[config.mk]
export PLATFORM = sky130hd
export DESIGN_NAME = instr_mem_loader
export DESIGN_NICKNAME = d
export VERILOG_FILES = /design/src/rtl/instr_mem_loader.sv
export SDC_FILE = /design/constraint.sdc
export NUM_CORES = 1
export LEC_CHECK = 0
export ABC_AREA = 1
export BUFFER_PORTS_ARGS = -buffer_cell sky130_fd_sc_hd__buf_4
export CAP_MARGIN = 10
export CELL_PAD_IN_SITES_DETAIL_PLACEMENT = 1
export CELL_PAD_IN_SITES_GLOBAL_PLACEMENT = 2
export CORE_ASPECT_RATIO = 0.8
export CORE_MARGIN = 5
export CORE_UTILIZATION = 31
export DETAILED_ROUTE_END_ITERATION = 12
export PLACE_DENSITY_LB_ADDON = 0.1
export SKIP_CTS_REPAIR_TIMING = 1
export SYNTH_ARGS = -nofsm -noshare
export SYNTH_HDL_FRONTEND = slang
export SYNTH_SLANG_ARGS = --single-unit
[constraint.sdc]
create_clock -name clk -period 2.8 [get_ports clk]
set_clock_uncertainty 0.1 [all_clocks]
set_input_delay 0.14 -clock clk [delete_from_list [all_inputs] [get_ports clk]]
set_output_delay 0.14 -clock clk [all_outputs]
set_load 0.01 [all_outputs]
[src/rtl/instr_mem_loader.sv]
// rtl/instr_mem_loader.sv - byte-stream loader that fills instruction memory and holds the CPU until done
//
// Purpose: assembles a little-endian byte stream into 32-bit instructions and
// writes them to consecutive word addresses starting at BASE_ADDR. The CPU is
// held in reset (cpu_hold) until the whole image has been committed.
//
// Ports:
//   clk, reset          clock; asynchronous active-low reset
//   in_valid/in_byte/in_last/in_ready   byte stream handshake
//   mem_wr_en/mem_wr_addr/mem_wr_data/mem_wr_ready   memory write handshake
//   cpu_hold            high until the load completes
//   done                load complete (terminal until reset)
//   word_count          words committed to memory, saturates at MAX_WORDS
//   error               sticky: truncated last word or overflow
module instr_mem_loader #(
    parameter int              WORD      = 64,
    parameter int              INSTR_LEN = 32,
    parameter int              MAX_WORDS = 256,
    parameter logic [WORD-1:0] BASE_ADDR = '0
) (
    input  logic                 clk,
    input  logic                 reset,
    input  logic                 in_valid,
    input  logic [7:0]           in_byte,
    input  logic                 in_last,
    output logic                 in_ready,
    output logic                 mem_wr_en,
    output logic [WORD-1:0]      mem_wr_addr,
    output logic [INSTR_LEN-1:0] mem_wr_data,
    input  logic                 mem_wr_ready,
    output logic                 cpu_hold,
    output logic                 done,
    output logic [15:0]          word_count,
    output logic                 error
);

    typedef enum logic [1:0] {
        S_IDLE,
        S_ASSEMBLE,
        S_WRITE,
        S_DONE
    } state_t;

    localparam logic [15:0] MAX_COUNT = 16'(MAX_WORDS);

    state_t                 state_q, state_d;
    logic [1:0]             idx_q, idx_d;
    logic [INSTR_LEN-1:0]   data_q, data_d;
    logic [WORD-1:0]        addr_q, addr_d;
    logic [15:0]            count_q, count_d;
    logic                   err_q, err_d;
    logic                   last_q, last_d;
    logic                   full;

    assign full = (count_q == MAX_COUNT);

    always_comb begin
        state_d = state_q;
        idx_d   = idx_q;
        data_d  = data_q;
        addr_d  = addr_q;
        count_d = count_q;
        err_d   = err_q;
        last_d  = last_q;

        case (state_q)
            S_IDLE: begin
                state_d = S_ASSEMBLE;
            end

            S_ASSEMBLE: begin
                if (in_valid) begin
                    if (full) begin
                        // Memory is full: swallow the rest of the image so the
                        // source can finish, but flag it.
                        err_d = 1'b1;
                        if (in_last) begin
                            state_d = S_DONE;
                        end
                    end else begin
                        // Byte 0 clears the word so a truncated word is zero-filled.
                        if (idx_q == 2'd0) begin
                            data_d = '0;
                        end
                        data_d[{idx_q, 3'b000} +: 8] = in_byte;
                        idx_d = idx_q + 2'd1;
                        if (idx_q == 2'd3 || in_last) begin
                            state_d = S_WRITE;
                            last_d  = in_last;
                            if (in_last && idx_q != 2'd3) begin
                                err_d = 1'b1;
                            end
                        end
                    end
                end
            end

            S_WRITE: begin
                if (mem_wr_ready) begin
                    count_d = full ? count_q : count_q + 16'd1;
                    addr_d  = addr_q + WORD'(4);
                    idx_d   = 2'd0;
                    state_d = last_q ? S_DONE : S_ASSEMBLE;
                end
            end

            default: begin
                state_d = S_DONE;
            end
        endcase
    end

    always_ff @(posedge clk or negedge reset) begin
        if (!reset) begin
            state_q <= S_IDLE;
            idx_q   <= 2'd0;
            data_q  <= '0;
            addr_q  <= BASE_ADDR;
            count_q <= 16'd0;
            err_q   <= 1'b0;
            last_q  <= 1'b0;
        end else begin
            state_q <= state_d;
            idx_q   <= idx_d;
            data_q  <= data_d;
            addr_q  <= addr_d;
            count_q <= count_d;
            err_q   <= err_d;
            last_q  <= last_d;
        end
    end

    // Outputs decode straight from the state register so that reset drops
    // mem_wr_en and raises cpu_hold immediately, and cpu_hold falls in the
    // same cycle DONE is entered.
    assign in_ready    = (state_q == S_ASSEMBLE);
    assign mem_wr_en   = (state_q == S_WRITE);
    assign mem_wr_addr = addr_q;
    assign mem_wr_data = data_q;
    assign cpu_hold    = (state_q != S_DONE);
    assign done        = (state_q == S_DONE);
    assign word_count  = count_q;
    assign error       = err_q;

endmodule
Word level (Yosys, flattened, before mapping)
Index checks and enable logic that the tools add are counted.
- register bits: 118
- latch bits: 0
- memory bits (writable): 0
- memory bits (read-only): 0
- input port bits: 13
- logic and storage cells: 59
- memories kept: 0
- add/subtract/negate cells: 4
- multipliers: 0
- div/mod/pow operators: 0
- $lt $le $gt $ge: 0
- equal/unequal tests: 12
- shift operators: 2
- mux-type cells: 19
- bitwise logic cells: 1
- reduce and logical (&&, ||, !) cells: 14
- operator list (kind ; number):
    $mux 32 ; 4
    $add 64x3->64 const B ; 1
    $bwmux 32 ; 1
    $shift 8x7->32 const A ; 1
    $shiftx 8x7->32 ; 1
    $mux 2 ; 9
    $add 16x1->16 const B ; 1
    $eq 16x9->1 const B ; 1
    $reduce_and 4->1 ; 4
    $ne 2x2->1 const B ; 4
    $neg 5->7 ; 1
    $eq 2x2->1 const B ; 3
    $pmux 2 s3 ; 1
    $reduce_and 3->1 ; 2
    $reduce_bool 2->1 ; 3
    $logic_not 2->1 ; 2
    $pmux 2 s2 ; 1
    $mux 1 ; 3
    $ne 3x1->1 const B ; 1
    $ne 3x3->1 const B ; 1
    $add 2x1->2 const B ; 1
    $eq 2x1->1 const B ; 1
    $ne 2x1->1 const B ; 1
    $reduce_and 2->1 ; 1
    other kinds (3) ; 3

Logic depth before layout (Yosys ltp)
Gate-level depths: netlist (run 1).
- word-level depth: 6
- mapped depth: 11
- mapped depth without buffers: 11

Least setup slack after synthesis (run 1)
Ideal clock, no wire load.
- kind: register to register
- start point: reg idx_q[0]
- end point: reg data_q[28] (netlist: mem_wr_data[28])
- setup time: 0.065 ns
- arrival time: 1.897 ns
- setup slack: 0.737 ns
- cell stages (with the launch flop): 9
- cell sequence: dfrtp_1 clkbuf_1 inv_1 ha_1 nor3_1 inv_1 nor2_1 nand3_1 nand2_1
- longest elaborated chain between the ends: 6
- elaborated cells between the ends (all ways): 9
- those cells by class: add/sub (1); shift (2); mux (5); reduce/logical (1)
- ends and longest elaborated chain (element ; line ; text):
    start: declaration ; 47 ; logic [1:0] idx_q, idx_d;
    start signal: assignment ; 124 ; idx_q <= idx_d;
    branches (longest 5 deep; another with $neg 5->7) ; - ;
    $bwmux 32 (*) ; 85 ; data_d[{idx_q, 3'b000} +: 8] = in_byte;
    end signal: assignment ; 125 ; data_q <= data_d;
    end: declaration ; 48 ; logic [INSTR_LEN-1:0] data_q, data_d;
Every way passes the cells marked *. The select of a mux whose other input is x is not followed.
A chain may end at the register's enable or synchronous reset.

Final worst setup path (run 1)
- start point: reg addr_q[3] (netlist: mem_wr_addr[3])
- end point: reg addr_q[60] (netlist: mem_wr_addr[60])
- longest elaborated chain between the ends: 1
- ends and longest elaborated chain (element ; line ; text):
    start: declaration ; 49 ; logic [WORD-1:0] addr_q, addr_d;
    start signal: assignment ; 126 ; addr_q <= addr_d;
    $add 64x3->64 ; 101 ; addr_d = addr_q + WORD'(4);
Every way passes these cells.

==> results of run 1 <==
[registers in the layout, summed over array words and instances, names as in the netlist]
register	flops
word_count	16
mem_wr_addr	62
mem_wr_data	32
state_q	2
idx_q	2
error	1
last_q	1
[placed cells by master, fill, tap and decap left out]
cell type                       instances
sky130_fd_sc_hd__inv_2                  2
sky130_fd_sc_hd__nor4_1                 1
sky130_fd_sc_hd__buf_4                133
sky130_fd_sc_hd__nand2_4                1
sky130_fd_sc_hd__nand2_1              269
sky130_fd_sc_hd__clkbuf_8               3
sky130_fd_sc_hd__and2_1                 2
sky130_fd_sc_hd__xor2_1                27
sky130_fd_sc_hd__xnor2_1               25
sky130_fd_sc_hd__clkbuf_16             17
sky130_fd_sc_hd__inv_1                106
sky130_fd_sc_hd__nor2_1               106
sky130_fd_sc_hd__nor2_4                 8
sky130_fd_sc_hd__nand4_1               28
sky130_fd_sc_hd__dfrtp_1              116
sky130_fd_sc_hd__ha_1                   8
sky130_fd_sc_hd__nand3_1               81
sky130_fd_sc_hd__clkbuf_1               2
sky130_fd_sc_hd__bufinv_16              4
sky130_fd_sc_hd__nand2_2                3
sky130_fd_sc_hd__nor2_2                 2
sky130_fd_sc_hd__conb_1                 2
sky130_fd_sc_hd__nand3b_1               5
sky130_fd_sc_hd__clkinvlp_4             1
sky130_fd_sc_hd__and3_1                 1
sky130_fd_sc_hd__a21oi_1                1
sky130_fd_sc_hd__nor3_1                21
sky130_fd_sc_hd__nand3_2                3
sky130_fd_sc_hd__buf_12                 1
sky130_fd_sc_hd__nor3b_1                1
sky130_fd_sc_hd__clkinv_2               5
sky130_fd_sc_hd__dlygate4sd3_1         10
sky130_fd_sc_hd__o21ai_0               20
[per-layer routing]
| layer | routed length, um | part of all wire | up-vias |
|---|---|---|---|
| li1 | - | - | 2973 |
| met1 | 11070 | 0.52 | 2836 |
| met2 | 9125 | 0.43 | 122 |
| met3 | 1010 | 0.047 | 14 |
| met4 | 220 | 0.010 | 0 |
| met5 | 0 | 0 | - |
[where the power goes]
group	total, uW	switching [uW]	internal, uW
Combinational	1510	917	595
Clock	2350	794	1550
Sequential	2150	232	1920
Total	6010	1940	4070
[synthesized netlist by cell type, drive strengths merged]
master,number
nand2,273
dfrtp,116
nor2,116
inv,108
nand3,84
nand4,28
xor2,27
xnor2,25
nor3,21
o21ai,20
ha,8
buf,5
nand3b,5
and2,2
clkbuf,2
a21oi,1
and3,1
conb,1
nor3b,1
nor4,1
[worst max-delay path, stage by stage (launching register included)]
cell and delay, ps:
sky130_fd_sc_hd__dfrtp_1 410, sky130_fd_sc_hd__ha_1 310, sky130_fd_sc_hd__inv_1 70, sky130_fd_sc_hd__nor2_1 250, sky130_fd_sc_hd__nand3_1 140, sky130_fd_sc_hd__nor2_1 350, sky130_fd_sc_hd__nand3_1 220, sky130_fd_sc_hd__nor3_1 180
sky130_fd_sc_hd__nor2_1 70
[area by class of cell]
type                       instances  area, um^2
fill                            2487       11590
multi-input combinational        615        2994
sequential                       116        2903
timing repair buffer             144        1119
clock buffer                      22       474.2
inverter                         108       405.4
tap                              264       330.3
clock inverter                    10       152.6
[metrics by stage]
stage          power, uW    util  worst slack [ps]  hold slack [ps]
2_1_floorplan       2985       -             737.3           -255.6
3_3_place_gp        3690  0.3831             675.3            80.88
5_1_grt             6388  0.4195             388.0            12.16
6_report            6012  0.4195             583.2           -8.279
4_1_cts             6108  0.4145             583.5           -360.6
3_5_place_dp        3717  0.3831             595.3            84.85
[path summary, 6_finish.rpt]
| kind | cells past startpoint | to | from |
|---|---|---|---|
| max | 8 | mem_wr_addr[60]$_DFFE_PN0P_ | mem_wr_addr[3]$_DFFE_PN0P_ |
| min | 3 | last_q$_DFFE_PN0P_ | in_last |
| max reg2reg | 8 | mem_wr_addr[60]$_DFFE_PN0P_ | mem_wr_addr[3]$_DFFE_PN0P_ |
| min reg2reg | 2 | error$_DFFE_PN0P_ | error$_DFFE_PN0P_ |
| max in group asynchronous | 3 | mem_wr_data[27]$_DFFE_PN0P_ | reset |
| min in group asynchronous | 2 | word_count[6]$_DFFE_PN0P_ | reset |
[cells by family (layout without fill, tap and decap cells)]
kind of cell	Yosys count	in the layout	share of synthesized area
flip-flops	116	116	0.4571
adder cells (fa/ha/maj)	8	8	0.01576
AO/OA/AOI/OAI	21	21	0.01655
other	1	2	0.0005904
buffers and inverters	115	284	0.07210
XOR/XNOR	52	52	0.07171
AND/OR/NAND/NOR	532	532	0.3662
==> out/qor_table.md, run 1 <==
| Item | This run | Unit |
| --- | --- | --- |
| Total number of vias | 5,945 | - |
| Max_cap viols | 0 | - |
| Clock sinks | 116 | - |
| Final number of setup-violating endpoints | 0 | - |
| Maximum number of pins on one net before global-route repair | 54 | - |
| Post-Layout Cell Count | 1,279 | - |
| Placement Rows | 46 | - |
| GR peak layer | met1 | - |
| Met2 demand-to-capacity share in global routing | 0.2710 | - |
| Number of detailed-routing iterations run before antenna repair | 6 | - |
| Number of vias per cell after detailed routing | 4.648 | - |
| Post-route design area | 8378 | um^2 |
| Top fanout value on the critical path | 6 | - |
| Ant. Diodes | 0 | - |
| Total grt overflow | 0 | - |
| Final hold vios | 1 | - |
| Total placed instance area | 7651 | um^2 |
| Maximum buffer depth of the clock tree | 2 | - |
| Per-instance average area after synthesis | 7.516 | um^2 |
| Global-route wire length before repair | 34,690 | um |
| Synth warn | 0 | - |
| Remaining max-slew budget at the tightest pin | 0.4798 | - |
| Reg2Reg Setup Slack | 580 | ps |
| Cell Area, Synth | 6351 | um^2 |
| Count of input and output buffers | 127 | - |
| Post-synthesis sequential element count | 116 | - |
| Top-area cell type share of the netlist area | 0.4571 | - |
| HPWL after detailed placement | 16,670 | um |
| Arrival time worst endpoint | 2410 | ps |
| GRT met1 Usage | 0.2809 | - |
| Clock transition at the registers of the reported paths | 60 | ps |
| Smallest hold slack | -8.279 | ps |
| Final worst-path cycle share | 0.7917 | - |
| Number of standard cells after synthesis | 845 | - |
| Critical path startpoint category | register | - |
| Setup repair after global routing missed its margin | false | - |
| Critical path data required time | 3000 | ps |
| Synthesis-to-finish area growth | 31.91 | % |
| Floorplan Core Area | 19,970 | um^2 |
| Average wire length per cell after detail routing | 16.75 | um |
| Via count of the first global-routing pass | 6,172 | - |
| Result of the run | finished with violations | - |
| Post-route antenna net violation count | 0 | - |
| Detailed Route WL | 21,430 | um |
| CTS buffer count | 17 | - |
| Vert. Die Dim | 138.0 | um |
| Power Density | 717.6 | nW/um^2 |
| Hold Path Class | in -> reg | - |
| Number of antenna violations at the first check in global routing | 0 | - |
| Leakage power of the design | 0.004189 | uW |
| Worst-Margin Slew | 779.5 | ps |
| Setup Crit Path Kind | reg -> reg | - |
| Endpoint kind of the worst setup timing path | register | - |
| Clock insertion delay at the later pin of the skew report | 410 | ps |
| Maximum ir drop on the vdd rail | 314.2 | uV |
| Number of remaining DRC errors | 0 | - |
| Violated checks | hold timing | - |
| Initial drt markers | 268 | - |
| H-tree depth | 4 | - |
| Ratio of cells with drive above 1 in the final layout | 0.1803 | - |
| Clock Root Buffer | sky130_fd_sc_hd__clkbuf_16 | - |
| Starting density of the core | 0.3180 | - |
| Cell accounting for the most synthesized area | sky130_fd_sc_hd__dfrtp_1 | - |
| Post-route minimum period | 2217 | ps |
| Floorplan die width | 170.0 | um |
| Total instance count after detailed placement | 1,237 | - |
| Sequential area share after synthesis | 0.4571 | - |
| Maximum frequency from static timing analysis | 451.1 | MHz |
| Area of the die | 23,470 | um^2 |
| Setup tns final | 0 | ps |
| Main area contributors after synthesis | sky130_fd_sc_hd__dfrtp_1 46%, sky130_fd_sc_hd__nand2_1 16%, sky130_fd_sc_hd__nand3_1 6.4% | - |
| Final Wtd Congestion | 0.7980 | - |
| Slew Limit Fails | 0 | - |
| Net count, final | 1,023 | - |
| Number of I/O pins | 130 | - |
| Number of library cell types mapped by synthesis | 27 | - |
| Fraction of met3 tracks used by global routing | 0.03733 | - |
| Clock tree from TritonCTS | yes | - |
| All-layer global routing usage | 0.1852 | - |
(Power assumes the default switching activity.)
==> inputs of run 2 (changes only) <==
CORE_UTILIZATION = 28   (was 31)
clock period = 1.9 ns   (was 2.8 ns; I/O delays follow)
==> out/qor_table.md, run 2 (synthesis gave the netlist of run 1 again) <==
| Item | This run | Unit | vs previous |
| --- | --- | --- | --- |
| Worst-Margin Slew | 508.1 | ps | -271.3 ps |
| Ratio of cells with drive above 1 in the final layout | 0.2860 | - | +0.1057 |
| Count of input and output buffers | 127 | - | unchanged |
| Post-Layout Cell Count | 1,411 | - | +10% |
| Total grt overflow | 0 | - | unchanged |
| Commonest non-fill, non-tap cells in the layout | 264 x sky130_fd_sc_hd__nand2_1, 218 x sky130_fd_sc_hd__buf_4, 106 x sky130_fd_sc_hd__dfrtp_1 | - |  |
| Sequential Area | 2915 | um^2 | +0.43% |
| Starting density of the core | 0.2838 | - | -0.03419 |
| Smallest hold slack | 77.42 | ps | +85.70 ps |
| Vert. Die Dim | 144.7 | um | +4.8% |
| Global-route wire length before repair | 36,400 | um | +4.9% |
| Clock tree from TritonCTS | yes | - |  |
| Critical path startpoint category | register | - |  |
| Delay contributed by the slowest stage of the critical path | 340 | ps | -70 ps |
| Crit path max-delay family | simple AND/OR/NAND/NOR gates | - |  |
| Setup repair after global routing missed its margin | true | - |  |
| Met2 demand-to-capacity share in global routing | 0.2767 | - | +0.005655 |
| GR peak layer | met2 | - |  |
| Critical path data required time | 2120 | ps | -880 ps |
| Via count of the first global-routing pass | 6,450 | - | +4.5% |
| Area of the die | 25,810 | um^2 | +10% |
| Area of combinational cells with multiple inputs | 3105 | um^2 | +3.7% |
| Cell Chain, Critical Path | inv_1 -> ha_1 -> nand3_1 -> nor2_2 -> nand2_2 -> nand3_2 -> inv_1 -> nand2_1 -> nand2_1 -> nand2_1 | - |  |
| Maximum frequency from static timing analysis | 553.3 | MHz | +23% |
| Number of vias per cell after detailed routing | 4.483 | - | -3.5% |
| Synthesis-to-finish area growth | 45.59 | % |  |
| Final worst-path cycle share | 0.9512 | - | +0.1595 |
| Maximum ir drop on the vdd rail | 578.5 | uV | +84% |
| Detailed Route WL | 23,200 | um | +8.3% |
| Floorplan Core Area | 22,380 | um^2 | +12% |
| Worst setup margin | 92.67 | ps | -490.5 ps |
| Total number of vias | 6,326 | - | +6.4% |
| Ant. Diodes | 0 | - | unchanged |
| Post-route minimum period | 1807 | ps | -409.5 ps |
| Clock Root Buffer | sky130_fd_sc_hd__clkbuf_16 | - |  |
| Number of detailed-routing iterations run before antenna repair | 4 | - | -2 |
| Final Wtd Congestion | 0.8437 | - | +5.7% |
| Post-place setup slack | -35.18 | ps | -630.5 ps |
| GRT met1 Usage | 0.2733 | - | -0.007587 |
| Sum of buffers and inverters on the critical path | 2 | - | +1 |
| Floorplan die width | 178.4 | um | +4.9% |
| Number of I/O pins | 130 | - | unchanged |
| Commonest non-fill, non-tap cell in the layout | sky130_fd_sc_hd__nand2_1 | - |  |
| Arrival time worst endpoint | 2030 | ps | -380 ps |
| Clock transition at the registers of the reported paths | 70 | ps | about the same |
| Average wire length per cell after detail routing | 16.44 | um | -1.9% |
| CP most frequent cell | sky130_fd_sc_hd__nand2_1 | - |  |
| Total instance count after detailed placement | 1,357 | - | +9.7% |
| Net count, final | 1,113 | - | +8.8% |
| Final hold vios | 0 | - | -1 |
| H-tree depth | 4 | - | unchanged |
| HPWL after detailed placement | 18,410 | um | +10% |
| Number of antenna violations at the first check in global routing | 0 | - | unchanged |
| Clock insertion delay at the later pin of the skew report | 420 | ps | about the same |
| Slew Limit Fails | 0 | - | unchanged |
| Remaining max-slew budget at the tightest pin | 0.6613 | - | +0.1815 |
| Power Density | 1000 | nW/um^2 | +39% |
| Leakage power of the design | 0.004647 | uW | +11% |
| Maximum buffer depth of the clock tree | 2 | - | unchanged |
| Final number of setup-violating endpoints | 0 | - | unchanged |
| Max_cap viols | 0 | - | unchanged |
| Flip-flop count of the largest register, all copies and words added | 62 | - | unchanged |
| Result of the run | completed | - |  |
| Setup Crit Path Kind | reg -> reg | - |  |
| All-layer global routing usage | 0.1829 | - | -0.002245 |
| Fraction of met3 tracks used by global routing | 0.03506 | - | -0.002268 |
| Number of remaining DRC errors | 0 | - | unchanged |
| Placement Rows | 49 | - | +6.5% |
| Top fanout value on the critical path | 8 | - | +2 |
| Post-route antenna net violation count | 0 | - | unchanged |
| Endpoint kind of the worst setup timing path | register | - |  |
| Hold Path Class | in -> async | - |  |
| Initial drt markers | 363 | - | +35% |
| Maximum number of pins on one net before global-route repair | 35 | - | -35% |
| Clock sinks | 116 | - | unchanged |
| Slowest cell on crit path | sky130_fd_sc_hd__dfrtp_1 | - |  |
| Filler Cells Inserted | 2,774 | - | +12% |
| CTS buffer count | 17 | - | unchanged |
| Overall Power | 9250 | uW | +54% |
run 2: cell type report:
type / instances / share of cell area
Clock buffer: 17 / 0.04601
Tap cell: 306 / 0.04141
Clock inverter: 15 / 0.01989
Multi-Input combinational cell: 615 / 0.3359
Sequential cell: 116 / 0.3153
Timing Repair Buffer: 234 / 0.1977
Inverter: 108 / 0.04384
run 2: stage by stage:
| step | utilization | setup TNS, ps | area (um^2) |
|---|---|---|---|
| 6_report | 0.4132 | 0 | 9246 |
| 5_1_grt | 0.4132 | -1864 | 9246 |
| 4_1_cts | 0.3989 | -203.1 | 8926 |
| 3_5_place_dp | 0.3717 | -111.3 | 8317 |
| 3_3_place_gp | 0.3717 | -12.25 | 8317 |
| 2_1_floorplan | - | -431.0 | 6359 |
run 2: final timing paths:
path | start | to | slack (ps) | cells after the start
worst min-delay path | reset | mem_wr_data[2]$_DFFE_PN0P_ | 80 | 2
min in group clk | error$_DFFE_PN0P_ | error$_DFFE_PN0P_ | 370 | 2
max in group asynchronous | reset | mem_wr_addr[21]$_DFFE_PN0P_ | 1030 | 3
worst max register to register | word_count[0]$_DFFE_PN0P_ | mem_wr_data[27]$_DFFE_PN0P_ | 90 | 10
worst min register to register | error$_DFFE_PN0P_ | error$_DFFE_PN0P_ | 370 | 2
worst max-delay path | word_count[0]$_DFFE_PN0P_ | mem_wr_data[27]$_DFFE_PN0P_ | 90 | 10
run 2: power breakdown:
| group | internal (uW) | total [uW] | switching, uW |
|---|---|---|---|
| sequential | 2830 | 3100 | 271 |
| clock | 2000 | 3410 | 1410 |
| combinational | 1190 | 2740 | 1550 |
run 2: worst register-to-register path, delay by kind of cell, from the launching register on:
kind                       cells  cell delay (ps)
buffers and inverters          2              300
DFF                            1              340
and+or+nand+nor                7              780
adders and majority gates      1              190
run 2: metal layers:
| metal | share of wire | vias to the layer above |
|---|---|---|
| li1 | - | 3149 |
| met5 | 0 | - |
| met2 | 0.43 | 109 |
| met1 | 0.52 | 3058 |
| met3 | 0.044 | 10 |
| met4 | 0.0051 | 0 |
